--- src/rtl/alu_pipe.sv ---
// -----------------------------------------------------------------------------
// alu_pipe
//
// Two-stage pipelined ALU with valid/ready handshakes on the issue side and on
// the result side. A caller tag travels unchanged alongside every operation.
//
//   Stage 1 (S1): captures operands, opcode and tag when an input transfer
//                 happens (in_valid && in_ready).
//   Stage 2 (S2): computes result and flags from the S1 registers and holds
//                 them on the output ports until the consumer takes them.
//
// Opcodes:
//   000 ADD   A + B
//   001 SUB   A - B  (computed as A + ~B + 1)
//   010 AND
//   011 OR
//   100 XOR
//   101 SLT   1 when A < B as signed values, else 0 (zero-extended)
//   110 ADDS  saturating add       (plain ADD unless ALU_PIPE_SAT_EN)
//   111 SUBS  saturating subtract  (plain SUB unless ALU_PIPE_SAT_EN)
//
// Build option:
//   ALU_PIPE_SAT_EN  when defined, ADDS/SUBS clamp to the most positive or
//                    most negative signed value on signed overflow. When not
//                    defined, no saturation logic is present.
//
// Parameters:
//   WIDTH  operand/result width (>= 2)
//   TAG_W  caller tag width (>= 1)
//
// Ports:
//   clk         clock, all state updates on the rising edge
//   rst_n       asynchronous active-low reset
//   in_valid    operation presented by the issue stage
//   in_ready    block can accept an operation this cycle
//   in_a/in_b   operands
//   in_op       opcode
//   in_tag      caller tag
//   out_valid   result presented to the consumer
//   out_ready   consumer accepts the result this cycle
//   out_result  result
//   out_tag     tag belonging to out_result
//   out_zero    result == 0
//   out_carry   adder carry-out for add/subtract ops, else 0
//   out_ovf     signed overflow for add/subtract ops, else 0
//   out_neg     result sign bit
// -----------------------------------------------------------------------------
module alu_pipe #(
    parameter int WIDTH = 8,
    parameter int TAG_W = 4
) (
    input  logic             clk,
    input  logic             rst_n,
    input  logic             in_valid,
    output logic             in_ready,
    input  logic [WIDTH-1:0] in_a,
    input  logic [WIDTH-1:0] in_b,
    input  logic [2:0]       in_op,
    input  logic [TAG_W-1:0] in_tag,
    output logic             out_valid,
    input  logic             out_ready,
    output logic [WIDTH-1:0] out_result,
    output logic [TAG_W-1:0] out_tag,
    output logic             out_zero,
    output logic             out_carry,
    output logic             out_ovf,
    output logic             out_neg
);

    localparam logic [2:0] OP_ADD  = 3'b000;
    localparam logic [2:0] OP_SUB  = 3'b001;
    localparam logic [2:0] OP_AND  = 3'b010;
    localparam logic [2:0] OP_OR   = 3'b011;
    localparam logic [2:0] OP_XOR  = 3'b100;
    localparam logic [2:0] OP_SLT  = 3'b101;
    localparam logic [2:0] OP_ADDS = 3'b110;
    localparam logic [2:0] OP_SUBS = 3'b111;

    localparam int MSB = WIDTH - 1;

    // Stage 1 registers
    logic             s1_valid_r;
    logic [WIDTH-1:0] s1_a_r;
    logic [WIDTH-1:0] s1_b_r;
    logic [2:0]       s1_op_r;
    logic [TAG_W-1:0] s1_tag_r;

    // Stage 2 registers (drive the output ports directly)
    logic             s2_valid_r;
    logic [WIDTH-1:0] s2_result_r;
    logic [TAG_W-1:0] s2_tag_r;
    logic             s2_zero_r;
    logic             s2_carry_r;
    logic             s2_ovf_r;
    logic             s2_neg_r;

    // Handshake / stall control
    logic s2_adv_s;
    logic s1_adv_s;
    logic in_accept_s;

    // Datapath
    logic             is_arith_s;
    logic             is_sub_s;
    logic             is_sat_op_s;
    logic [WIDTH-1:0] b_eff_s;
    logic [WIDTH:0]   sum_ext_s;
    logic             add_ovf_s;
    logic             slt_s;
    logic [WIDTH-1:0] result_s;
    logic             carry_s;
    logic             ovf_s;

    // S2 loads whenever it is empty or its current content is being taken,
    // and S1 hands over only when it holds something. in_ready deliberately
    // depends only on state and out_ready so it never loops back to in_valid.
    always_comb begin
        s2_adv_s    = !s2_valid_r || out_ready;
        s1_adv_s    = s1_valid_r && s2_adv_s;
        in_ready    = !s1_valid_r || s2_adv_s;
        in_accept_s = in_valid && in_ready;
    end

    // Classify the opcode held in S1 for the shared adder.
    always_comb begin
        is_arith_s  = 1'b0;
        is_sub_s    = 1'b0;
        is_sat_op_s = 1'b0;
        case (s1_op_r)
            OP_ADD: begin
                is_arith_s = 1'b1;
            end
            OP_SUB: begin
                is_arith_s = 1'b1;
                is_sub_s   = 1'b1;
            end
            OP_ADDS: begin
                is_arith_s  = 1'b1;
                is_sat_op_s = 1'b1;
            end
            OP_SUBS: begin
                is_arith_s  = 1'b1;
                is_sub_s    = 1'b1;
                is_sat_op_s = 1'b1;
            end
            default: begin
                is_arith_s  = 1'b0;
                is_sub_s    = 1'b0;
                is_sat_op_s = 1'b0;
            end
        endcase
    end

    // Single adder serves add and subtract: subtraction feeds ~B with a
    // carry-in of 1, so the carry-out means "A >= B unsigned" for SUB.
    // Signed overflow: both adder inputs share a sign that the sum lacks.
    always_comb begin
        b_eff_s   = is_sub_s ? ~s1_b_r : s1_b_r;
        sum_ext_s = {1'b0, s1_a_r} + {1'b0, b_eff_s} + {{WIDTH{1'b0}}, is_sub_s};
        add_ovf_s = (s1_a_r[MSB] == b_eff_s[MSB]) && (sum_ext_s[MSB] != s1_a_r[MSB]);
        slt_s     = $signed(s1_a_r) < $signed(s1_b_r);
    end

    // Result and arithmetic flags for the operation sitting in S1.
    always_comb begin
        result_s = {WIDTH{1'b0}};
        carry_s  = 1'b0;
        ovf_s    = 1'b0;
        case (s1_op_r)
            OP_AND:  result_s = s1_a_r & s1_b_r;
            OP_OR:   result_s = s1_a_r | s1_b_r;
            OP_XOR:  result_s = s1_a_r ^ s1_b_r;
            OP_SLT:  result_s = {{(WIDTH-1){1'b0}}, slt_s};
            default: result_s = sum_ext_s[WIDTH-1:0];
        endcase
        if (is_arith_s) begin
            carry_s = sum_ext_s[WIDTH];
            ovf_s   = add_ovf_s;
        end else begin
            carry_s = 1'b0;
            ovf_s   = 1'b0;
        end
`ifdef ALU_PIPE_SAT_EN
        // On overflow the true result has the sign of operand A (both adder
        // inputs agree in sign), so A's sign picks the clamp direction.
        if (is_sat_op_s && add_ovf_s) begin
            if (s1_a_r[MSB]) begin
                result_s = {1'b1, {(WIDTH-1){1'b0}}};
            end else begin
                result_s = {1'b0, {(WIDTH-1){1'b1}}};
            end
        end else begin
            result_s = result_s;
        end
`endif
    end

    // Stage 1: capture a new operation on accept; drop the valid bit once
    // the content has moved to S2 and nothing new replaced it.
    always_ff @(posedge clk or negedge rst_n) begin
        if (!rst_n) begin
            s1_valid_r <= 1'b0;
            s1_a_r     <= {WIDTH{1'b0}};
            s1_b_r     <= {WIDTH{1'b0}};
            s1_op_r    <= 3'b000;
            s1_tag_r   <= {TAG_W{1'b0}};
        end else if (in_accept_s) begin
            s1_valid_r <= 1'b1;
            s1_a_r     <= in_a;
            s1_b_r     <= in_b;
            s1_op_r    <= in_op;
            s1_tag_r   <= in_tag;
        end else if (s1_adv_s) begin
            s1_valid_r <= 1'b0;
        end
    end

    // Stage 2: load computed result and flags when S2 advances. Data is only
    // replaced when S1 actually delivers, so a stalled output never changes.
    always_ff @(posedge clk or negedge rst_n) begin
        if (!rst_n) begin
            s2_valid_r  <= 1'b0;
            s2_result_r <= {WIDTH{1'b0}};
            s2_tag_r    <= {TAG_W{1'b0}};
            s2_zero_r   <= 1'b0;
            s2_carry_r  <= 1'b0;
            s2_ovf_r    <= 1'b0;
            s2_neg_r    <= 1'b0;
        end else if (s2_adv_s) begin
            s2_valid_r <= s1_valid_r;
            if (s1_valid_r) begin
                s2_result_r <= result_s;
                s2_tag_r    <= s1_tag_r;
                s2_zero_r   <= (result_s == {WIDTH{1'b0}});
                s2_carry_r  <= carry_s;
                s2_ovf_r    <= ovf_s;
                s2_neg_r    <= result_s[MSB];
            end
        end
    end

    // Output ports come straight from the S2 registers.
    always_comb begin
        out_valid  = s2_valid_r;
        out_result = s2_result_r;
        out_tag    = s2_tag_r;
        out_zero   = s2_zero_r;
        out_carry  = s2_carry_r;
        out_ovf    = s2_ovf_r;
        out_neg    = s2_neg_r;
    end

endmodule
--- config.mk ---
export PLATFORM = sky130hd
export DESIGN_NAME = alu_pipe
export DESIGN_NICKNAME = d
export VERILOG_FILES = /design/src/rtl/alu_pipe.sv
export SDC_FILE = /design/constraint.sdc
export NUM_CORES = 1
export LEC_CHECK = 0
export CAP_MARGIN = 20
export CORE_MARGIN = 8
export CORE_UTILIZATION = 48
export DETAILED_ROUTE_END_ITERATION = 16
export PLACE_DENSITY = 0.76
export SYNTH_ARGS = -nofsm -noshare
export SYNTH_HDL_FRONTEND = slang
export SYNTH_SLANG_ARGS = --single-unit
export TNS_END_PERCENT = 20
--- constraint.sdc ---
create_clock -name clk -period 3.2 [get_ports clk]
set_input_delay 0.96 -clock clk [delete_from_list [all_inputs] [get_ports clk]]
set_output_delay 0.96 -clock clk [all_outputs]
set_load 0.01 [all_outputs]
-- After elaboration in Yosys (flattened, before gate mapping)
Index checks and enable logic that the tools add are counted.
- flip-flop bits (word level): 41
- latch bits: 0
- bits in writable memories: 0
- bits in read-only memories: 0
- input port bits: 27
- output and inout bits: 18
- logic and storage cells: 49
- memories kept: 0
- add/subtract/negate cells: 2
- $mul: 0
- div/mod/pow operators: 0
- order comparisons: 1
- equal/unequal tests: 9
- shifts and indexed selects: 0
- mux-type cells: 8
- bitwise gates (word level): 4
- reductions and logical operators: 13
- operators by type and width (operator ; number):
    $pmux 8 s4 ; 1
    $eq 3x3->1 const B ; 4
    $add 8x8->9 ; 1
    $add 9x1->9 ; 1
    $and 8x8->8 ; 1
    $logic_not 8->1 ; 1
    $lt 8x8->1 ; 1
    $mux 8 ; 1
    $not 8->8 ; 1
    $or 8x8->8 ; 1
    $xor 8x8->8 ; 1
    $eq 3x2->1 const B ; 2
    $mux 1 ; 6
    $reduce_or 4->1 ; 1
    $eq 3x1->1 const B ; 1
    $logic_and 1x1->1 ; 3
    $logic_not 3->1 ; 1
    $logic_not 1->1 ; 2
    $logic_or 1x1->1 ; 2
    $reduce_and 2->1 ; 1
    $reduce_bool 2->1 ; 1
    $reduce_or 2->1 ; 1
    $eq 1x1->1 ; 1
    $ne 1x1->1 ; 1

-- Logic depth before layout (Yosys ltp)
- word-level depth: 9
- depth in mapped cells: 12
- mapped depth without buffers: 10

-- Worst setup path after synthesis
Ideal clock, no wire load.
- path type: reg-to-reg
- start: register s1_op_r[0]
- end: register s2_zero_r, in the netlist out_zero
- library setup time: 0.104 ns
- arrival time: 3.018 ns
- required time: 3.096 ns
- setup slack: 0.079 ns
- cell stages (with the launch flop): 12
- buffers on the path: 2
- period minus slack after synthesis: 3.121 ns
- path through: dfrtp_1 clkbuf_1 buf_1 nand2_1 xnor2_1 fa_1 a21o_1 a2bb2oi_1 mux2i_1 a211o_1 or3_1 o41ai_2
- longest elaborated chain between the ends: 8
- elaborated cells on any way between the ends: 13
- those cells by class: add/sub (2); eq/ne (6); mux (3); reduce/logical (2)
- RTL lines (what ; line ; RTL):
    start, declared ; 85 ; logic [2:0] s1_op_r;
    start signal, assigned ; 211 ; s1_op_r <= in_op;
    $eq 3x3->1 / $eq 3x1->1 (equally long branches) ; 129 ; case (s1_op_r)
    $reduce_or 2->1 (no line) ; n/a ;
    $mux 1 ; 129 ;
    $mux 8 ; 158 ; b_eff_s = is_sub_s ? ~s1_b_r : s1_b_r;
    $add 8x8->9 ; 159 ; sum_ext_s = {1'b0, s1_a_r} + {1'b0, b_eff_s} + {{WIDTH{1'b0}}, is_sub_s};
    $add 9x1->9 ; 159 ;
    $pmux 8 s4 (*) ; 169 ; case (s1_op_r)
    $logic_not 8->1 (*) ; 234 ; s2_zero_r <= (result_s == {WIDTH{1'b0}});
    end signal, assigned ; 234 ;
    end, declared ; 92 ; logic s2_zero_r;
Mark *: on every way between the ends. The rest lies on a longest branch, timed or not.
A chain may end at the register's enable or synchronous reset.

-- Worst setup path after layout
- start: input port out_ready
- end: output port in_ready
- longest elaborated chain between the ends: 2
- RTL lines (what ; line ; RTL):
    start, declared ; 61 ; input logic out_ready,
    $logic_or 1x1->1 ; 118 ; s2_adv_s = !s2_valid_r || out_ready;
    $logic_or 1x1->1 ; 120 ; in_ready = !s1_valid_r || s2_adv_s;
    end, declared ; 55 ; output logic in_ready,
No other way between the ends.

==> results.md <==
* Fin nets at 354
* Num Clock Sinks at 40
* Detailed router's first-iteration violation count at 172
* TritonCTS clock tree: done
* Synth cell count leaders: dfrtp_1 (40), ha_1 (32), mux2_2 (31), inv_1 (22), nand2_1 (15)
* Core Util, Final at 0.608
* Placed cell area at 0.00319 mm2
* CP startpoint kind: input port
* Fin Clk Skew at 0.00381 ns
* RSZ-0062 raised after global routing: no
* Simple-Gate Fraction of Synth Area at 0.0944
* Final setup margin at 0.122 ns
* CP required at 2.24 ns
* Synth Area in Adders at 0.157
* Setup crit end kind: output port
* Crit path max-delay cell type: clkdlybuf4s50_1
* Mux cell area share after synthesis at 0.150
* Syn Inst Count at 248
* Post-synth top area cell: dfrtp_1
* DR pass1 iterations at 4
* CTS root buffer: clkbuf_8
* Cts bufs inserted at 5
* Maximum clock path buffer count at 2
* Pwr/cell area at 664 mW/mm2
* Initial antenna violation count at 0
* Area Growth Syn to Fin at 23.4%
* Setup repair bufs after CTS at 0
* Synth cell types at 52
* Worst Path Class, Setup: in -> out
* Total track usage at 0.142
* Placed Instances at 359
* EDFF count, synth at 0
* Via count at 1990
* Synth top area cells: dfrtp_1 (37%), ha_1 (15%), mux2_2 (13%)
* CP max stage delay at 0.56 ns
* Syn_area_per_cell at 10.8 um2
* WL/cell at 15.7 um
* Die area at 0.00822 mm2
* Drt drc at 0
* GP Congestion at 0.920
* Overflow after GRT at 0
* Hold slack at 0.480 ns
* Worst-skew pair later-pin latency at approximately 0.30 ns
* Synth top area share at 0.374
* PnR Total Power at roughly 2.2 mW
* CTS Hold Bufs at 0
* H-tree depth at 2
* Final Hold Fails at 0
* Seq/Total Area, Yosys at 0.374
* Max-cap violations at 0
* Fin Setup TNS at 0 ns
* Main combinational cell family by area after synthesis: adder cells
* GR Layer Usage met2 at 0.231
* Crit-path most repeated cell: clkdlybuf4s50_1
* Cell-by-cell trace of the critical path: clkdlybuf4s50_1 > nand3b_1 > clkdlybuf4s50_1
* Met1 Track Usage GR at 0.172
* Slew Limit Fails at 0
* Status: finished clean
* Ys flop type: dfrtp_1
* Pleak at 1.53 nW
* Syn Nets at 308
* PostCTS Resize Cnt at 0
* Port bufs at between 40 and 50
* CORE AREA at 0.00544 mm2
* Design Area, Final at between 0.003 and 0.004 mm2
* Final period util at 0.962
* Pin count of the biggest net entering global routing at 41
* Total wire length at 5760 um
* Die Y at 90.7 um
* Compound-Gate Fraction of Synth Area at 0.126
* Final Setup Violations at 0
* Crit path max fanout at 3
* ANT nets after route at 0
* Yosys reg bits at 40
* I/O Pins at 45
* GRT busiest layer: met2
* Slew margin rel. at 0.425
* Final min period at 3.08 ns
* Fmax achieved at ~320 MHz
* Starting density of the core at 0.492
* Rows at 27
* Dpl hpwl at 4320 um
* Synth async-reset ratio at 1.00
* Worst-margin pin slew at 0.862 ns
* Data arrival, critical path at 2.12 ns
* Layout cells sized above 1 at 0.169
* Maximum vdd drop at approximately 280 uV
* Worst hold path type: reg -> reg
* Die width at a little over 90 um
* Avg Vias per Cell at 5.42
* Diodes inserted at 0
* M3 GR Usage at 0.0499
* Most frequent cell after synthesis: dfrtp_1
* Vias in the first global route at 1981
* Dpl ws at 0.122 ns
* Reg clk slew, reported paths at 0.08 ns
* Mapped Area at 0.00268 mm2
* Non-Filler Instances at 367
* Ys Warns at 0
* First-pass GRT wire length at ~9600 um
* XOR/XNOR share of the synthesized area at 0.0481
kinds of logic after synthesis:
kind of cell,Yosys count
adders and majority gates,33
buffers and inverters,32
DFF,40
xor gates and xnor gates,13
AOI/OAI and AO/OA,47
and+or+nand+nor,47
muxes,36
critical path: cells and delay by family:
kind	cells	cell delay [ns]
buf+inv	2	1.02
simple gates	1	0.14
placed cells by master (no fill, tap or decap), types with 2 or more instances in the layout:
cell and count:
nor2_1 5, buf_4 5, o31ai_1 2, o21ai_0 5, nor3_1 4, o221ai_1 3, clkdlybuf4s50_1 43, mux2_1 2
nor2b_1 2, mux2i_1 3, a22oi_1 2, ha_1 32, nand2_1 14, xnor2_1 8, inv_1 22, mux2_2 31
nand2b_1 8, a21o_1 5, a21oi_1 10, dfrtp_1 40, and3_1 2, xor2_1 3, or3_1 2, clkbuf_8 5
a221oi_1 2, o22ai_1 4, nand3b_1 3
per-layer routing:
metal,vias up,share of wire
li1,962,-
met2,63,0.47
met5,-,0
met3,4,0.084
met4,0,0.010
met1,961,0.44
sequential cells by signal, summed over array words and instances (netlist names), 3 cells and up:
| register | cells |
|---|---|
| out_result | 8 |
| s1_b_r | 8 |
| s1_tag_r | 4 |
| out_tag | 4 |
| s1_op_r | 3 |
| s1_a_r | 8 |
report_power, final:
part | internal, mW | switching (mW) | total [mW]
clock network | 0.235 | 0.192 | 0.427
logic | 0.534 | 0.517 | 1.05
registers | 0.624 | 0.0908 | 0.715
total | 1.39 | 0.801 | 2.19
final timing paths:
path                            startpoint        end  depth (start not counted)  slack (ns)
worst max register to register  s1_op_r[1]   out_zero                         10        0.22
max in group asynchronous            rst_n  s1_a_r[6]                          1        1.90
worst max-delay path             out_ready   in_ready                          3        0.12
min in group asynchronous            rst_n  s1_b_r[3]                          1        0.77
worst min register to register    out_zero   out_zero                          2        0.48
worst min-delay path              out_zero   out_zero                          2        0.48
final cells by class:
type                            count  area (um2)
Inverter                           22        82.6
Multi-Input combinational cell    176        1540
Clock buffer                        5        68.8
Fill cell                         459        2130
Sequential cell                    40        1000
Timing Repair Buffer               49         473
Clock inverter                      3        46.3
Tap cell                           72        90.1
Note: power is estimated with default switching activity, not from simulation.
==> RTL edit 1, RTL diff (same flow settings) <==
Register the output `out_ovf`, cleared by the reset; this adds one clock of latency there. The other outputs are not delayed to match.
--- a/src/rtl/alu_pipe.sv
+++ b/src/rtl/alu_pipe.sv
@@ -79,4 +79,6 @@
     localparam int MSB = WIDTH - 1;
 
+    logic out_ovf_d;
+
     // Stage 1 registers
     logic             s1_valid_r;
@@ -247,7 +249,15 @@
         out_zero   = s2_zero_r;
         out_carry  = s2_carry_r;
-        out_ovf    = s2_ovf_r;
+        out_ovf_d  = s2_ovf_r;
         out_neg    = s2_neg_r;
     end
 
+    always_ff @(posedge clk or negedge rst_n) begin
+        if (!rst_n) begin
+            out_ovf <= '0;
+        end else begin
+            out_ovf <= out_ovf_d;
+        end
+    end
+
 endmodule
Check against the original RTL: not equivalent (Yosys sat finds a counterexample within 4 cycles, from zero or initial values and one cycle with rst_n low).
==> RTL edit 1 against the unedited design <==
  * Non-clock buffer count rose by 2
  * Total power fell by 1.7%
  * Die area rose by 0.39%
  * Design area rose by 0.42%
  * Setup slack improved by 0.0016 ns
  * Routed wire length fell by 5.9%
  * Sequential cell count rose by 1
  * Utilization fell by 0.12 points
  * Via count rose by 0.35%
  * Synthesized area rose by 0.47%
  * Critical path depth did not move
  * Critical path type unchanged
==> RTL edit 1: results (changes against the unedited design) <==
metric	value	unit	change
status	finished clean		
placed_area	3220	um2	+1.1%
fin_nets	366		+3.4%
gp_congestion	0.871		-5.3%
synthTopCellsByCount	41 x dfrtp_1, 32 x ha_1, 27 x mux2_2, 21 x a21oi_1, 21 x inv_1		
cellLeakagePower	1.49	nW	-2.6%
drive_gt1_share	15.3	%	-1.6 points
grt_pass1_vias	1948		-1.7%
grt_max_degree	42		+2.4%
cts_root_buffer	clkbuf_8		
drt_wl_total	5.42	mm	-5.9%
dr_wl_met3	372	um	-23%
seq_area_frac_synth	38.1	%	+0.76 points
place_ws	0.115	ns	-0.00655 ns
wl_met1	2.50	mm	-1.4%
hpwl	4.29	mm	-0.72%
drt_iter0_markers	157		-8.7%
syn_nets	317		+2.9%
final_cells	379		+3.3%
grt.total_usage	13.5	%	-0.65 points
tightest_slew	0.890	ns	+0.0284 ns
peakVddDrop	303	uV	+6.3%
synth_cell_types	42		-19%
grt_first_pass_wirelength	9.31	mm	-2.9%
wl_met2	2.47	mm	-8.1%
port_buffers	44		unchanged
synth_area_leaders	dfrtp_1 38%, ha_1 15%, mux2_2 11%		
clock_skew	0.00559	ns	+0.00178 ns
RTL edit 1: area by class of cell:
class	instances	area, um2
Sequential cell	41	1030
Multi-Input combinational cell	186	1550
Fill cell	454	2150
Tap cell	72	90.1
Clock buffer	5	68.8
Clock inverter	3	17.5
Inverter	21	78.8
Timing Repair Buffer	51	488
RTL edit 1: final timing paths:
path                                             start                    end  slack (ns)  cells after the start
worst max-delay path                         out_ready               in_ready        0.12                      3
worst min-delay path             out_ovf_d$_DFFE_PN0P_      out_ovf$_DFF_PN0_        0.38                      0
worst max register to register  s1_op_r[2]$_DFFE_PN0P_   out_zero$_DFFE_PN0P_        0.23                     11
worst min register to register   out_ovf_d$_DFFE_PN0P_      out_ovf$_DFF_PN0_        0.38                      0
max in group asynchronous                        rst_n  out_ovf_d$_DFFE_PN0P_        1.86                      1
min in group asynchronous                        rst_n  s1_a_r[0]$_DFFE_PN0P_        0.77                      1
RTL edit 1: power by group:
| group | total [mW] | leakage, nW | internal (mW) | switching (mW) |
|---|---|---|---|---|
| sequential | 0.734 | 0.487 | 0.639 | 0.0959 |
| clock | 0.335 | 0.0439 | 0.151 | 0.184 |
| combinational | 1.09 | 0.956 | 0.547 | 0.541 |
RTL edit 1: cell families after synthesis:
family,after synthesis,share of synthesized area [%]
simple gates,48,8.79
xor+xnor,15,5.58
buf+inv,30,4.33
mux,29,12.1
fa+ha+maj,33,15.6
flops,41,38.1
compound gates,61,15.4
RTL edit 1: metal layers:
layer / global-route usage, % / vias to the layer above
li1: - / 997
met1: 17.4 / 933
met2: 21.0 / 61
met3: 3.82 / 6
met4: 5.18 / 0
met5: 0 / -
RTL edit 1: critical path: cells and delay by family:
family | cells | cell delay, ns
buffers and inverters | 2 | 1.01
AND/OR/NAND/NOR | 1 | 0.14
==> RTL edit 2, RTL diff (same settings) <==
Made on the original files. Change the parameter `TAG_W` from 4 to 3.
--- a/src/rtl/alu_pipe.sv
+++ b/src/rtl/alu_pipe.sv
@@ -48,5 +48,5 @@
 module alu_pipe #(
     parameter int WIDTH = 8,
-    parameter int TAG_W = 4
+    parameter int TAG_W = 3
 ) (
     input  logic             clk,
Interface: changed (resized in_tag and out_tag); port bits go from 45 to 43. The function was not compared with the original's and may differ.
==> RTL edit 2 against the unedited design <==
  * Setup slack worse by 0.022 ns
  * Design area is 2.1% lower
  * Synthesized area is 5.1% lower
  * Routed wire length is 0.76% higher
  * Count of clock-buffer cells in the layout stayed put
  * Fmax is 0.71% lower
  * Highest routed layer unchanged
  * Total power is 2.0% lower
  * Sequential share of layout area is 0.89 points lower
  * Sequential cell count is 2 lower
==> RTL edit 2: results (changes against the unedited design) <==
metric	value	unit	change
slew_headroom	42.0	%	-0.58 points
ys_warn_count	0		unchanged
synthTopCellsByCount	38 x dfrtp_1, 35 x nand2_1, 32 x ha_1, 23 x mux2_2, 22 x inv_1		
hpwl	4.48	mm	+3.7%
status	finished clean		
place_ws	0.111	ns	-0.0108 ns
vias_per_cell	5.24		-3.4%
cp_slowest_cell	clkdlybuf4s50_1		
crit_fanout	3		unchanged
timing.rr.start	s1_op_r[1]$_DFFE_PN0P_		
drt_iter0_markers	114		-34%
cts_buffers	5		unchanged
gp_congestion	0.893		-2.9%
hold_depth	2		unchanged
synth_cell_types	47		-9.6%
clkTransAtPathRegs	0.08	ns	about the same
hold_ws	0.471	ns	-0.00909 ns
arrival	2.14	ns	+0.02 ns
htree_levels	2		unchanged
seq_area_frac_synth	37.4	%	about the same
hold_class	flip-flop to flip-flop		
holdPathEnd	out_tag[2]$_DFFE_PN0P_		
holdCritStartpoint	s1_tag_r[2]$_DFFE_PN0P_		
port_buffers	42		-4.5%
antenna_cells	0		unchanged
r2r_slack	0.25	ns	+0.03 ns
post_drt_wl_per_cell	15.0	um	-4.4%
grt_pass1_vias	2027		+2.3%
syn_nets	319		+3.6%
peakVddDrop	349	uV	+23%
reg2reg_depth	11		+1
post-cts-setup-buffers	0		unchanged
dr.pass1.iters	4		unchanged
insertion_delay	0.30	ns	about the same
cts_root_buffer	clkbuf_8		
drive_gt1_share	16.4	%	-0.55 points
setup.worst_path.start	out_ready		
cts.repair.resized	0		unchanged
clock_skew	0.00321	ns	-0.000607 ns
cp_top_family	buffers and inverters		
dp_cells	379		+5.6%
grt_first_pass_wirelength	9.61	mm	+0.28%
fin_crit	3.10	ns	+0.0221 ns
ant_nets	0		unchanged
final_cells	387		+5.4%
grt_max_degree	39		-4.9%
async_flop_share	100	%	unchanged
cp-endpoint	in_ready		
r2r-end	out_zero$_DFFE_PN0P_		
setup_violations	0		unchanged
slowest_delay	0.56	ns	about the same
n_fill_cell	451		-1.7%
cellLeakagePower	1.51	nW	-1.4%
synth_cells	260		+4.8%
grt.total_usage	15.6	%	+1.4 points
synth_area_leaders	dfrtp_1 37%, ha_1 16%, mux2_2 10%		
ctsLongestPathBuffers	2		unchanged
RTL edit 2: kinds of logic (layout without fill, tap and decap cells):
group	count (synthesis)	count (layout)	share of synthesized area [%]
AND/OR/NAND/NOR	72	72	13.6
multiplexers	23	23	10.2
adder cells (fa/ha/maj)	33	33	16.5
buffers and inverters	30	87	4.68
XOR/XNOR	11	11	4.09
flip-flops	38	38	37.4
AO/OA/AOI/OAI	53	53	13.4
RTL edit 2: area by class of cell:
class | instances | area, um2 | share of cell area [%]
clock buffer | 5 | 68.8 | 2.13
clock inverter | 3 | 45.0 | 1.39
inverter | 22 | 82.6 | 2.55
multi-input combinational | 192 | 1470 | 45.5
sequential | 38 | 951 | 29.4
tap | 70 | 87.6 | 2.71
timing repair buffer | 57 | 528 | 16.3
RTL edit 2: worst reg2reg max path: stages (launching register included):
cell and delay (ns):
dfrtp_1 0.45, xnor2_2 0.19, nand2_1 0.09, buf_4 0.16
xnor2_1 0.25, fa_1 0.27, nand3_1 0.10, a21boi_0 0.31
mux2_2 0.37, nor3_1 0.32, nor2_1 0.09, a41o_1 0.25
RTL edit 2: where the power goes:
part | switching, mW | internal, mW
Clock | 0.180 | 0.232
Combinational | 0.512 | 0.544
Sequential | 0.0948 | 0.588
Total | 0.787 | 1.36
RTL edit 2: stage by stage:
step	power (mW)	utilization [%]	instance area, um2
detailed placement	1.75	61.1	3120
CTS	2.17	63.3	3230
global placement	1.71	61.1	3120
finish	2.15	63.3	3230
floorplan	1.31	-	2540
global route	2.32	63.3	3230
RTL edit 2: routing by layer:
layer  track usage, %  vias to the layer above  part of all wire [%]
met3             3.53                        7                   4.9
met1             19.8                      959                    46
met2             25.7                       45                    48
met5                0                        -                     0
met4             4.45                        0                   1.4
li1                 -                     1016                     -
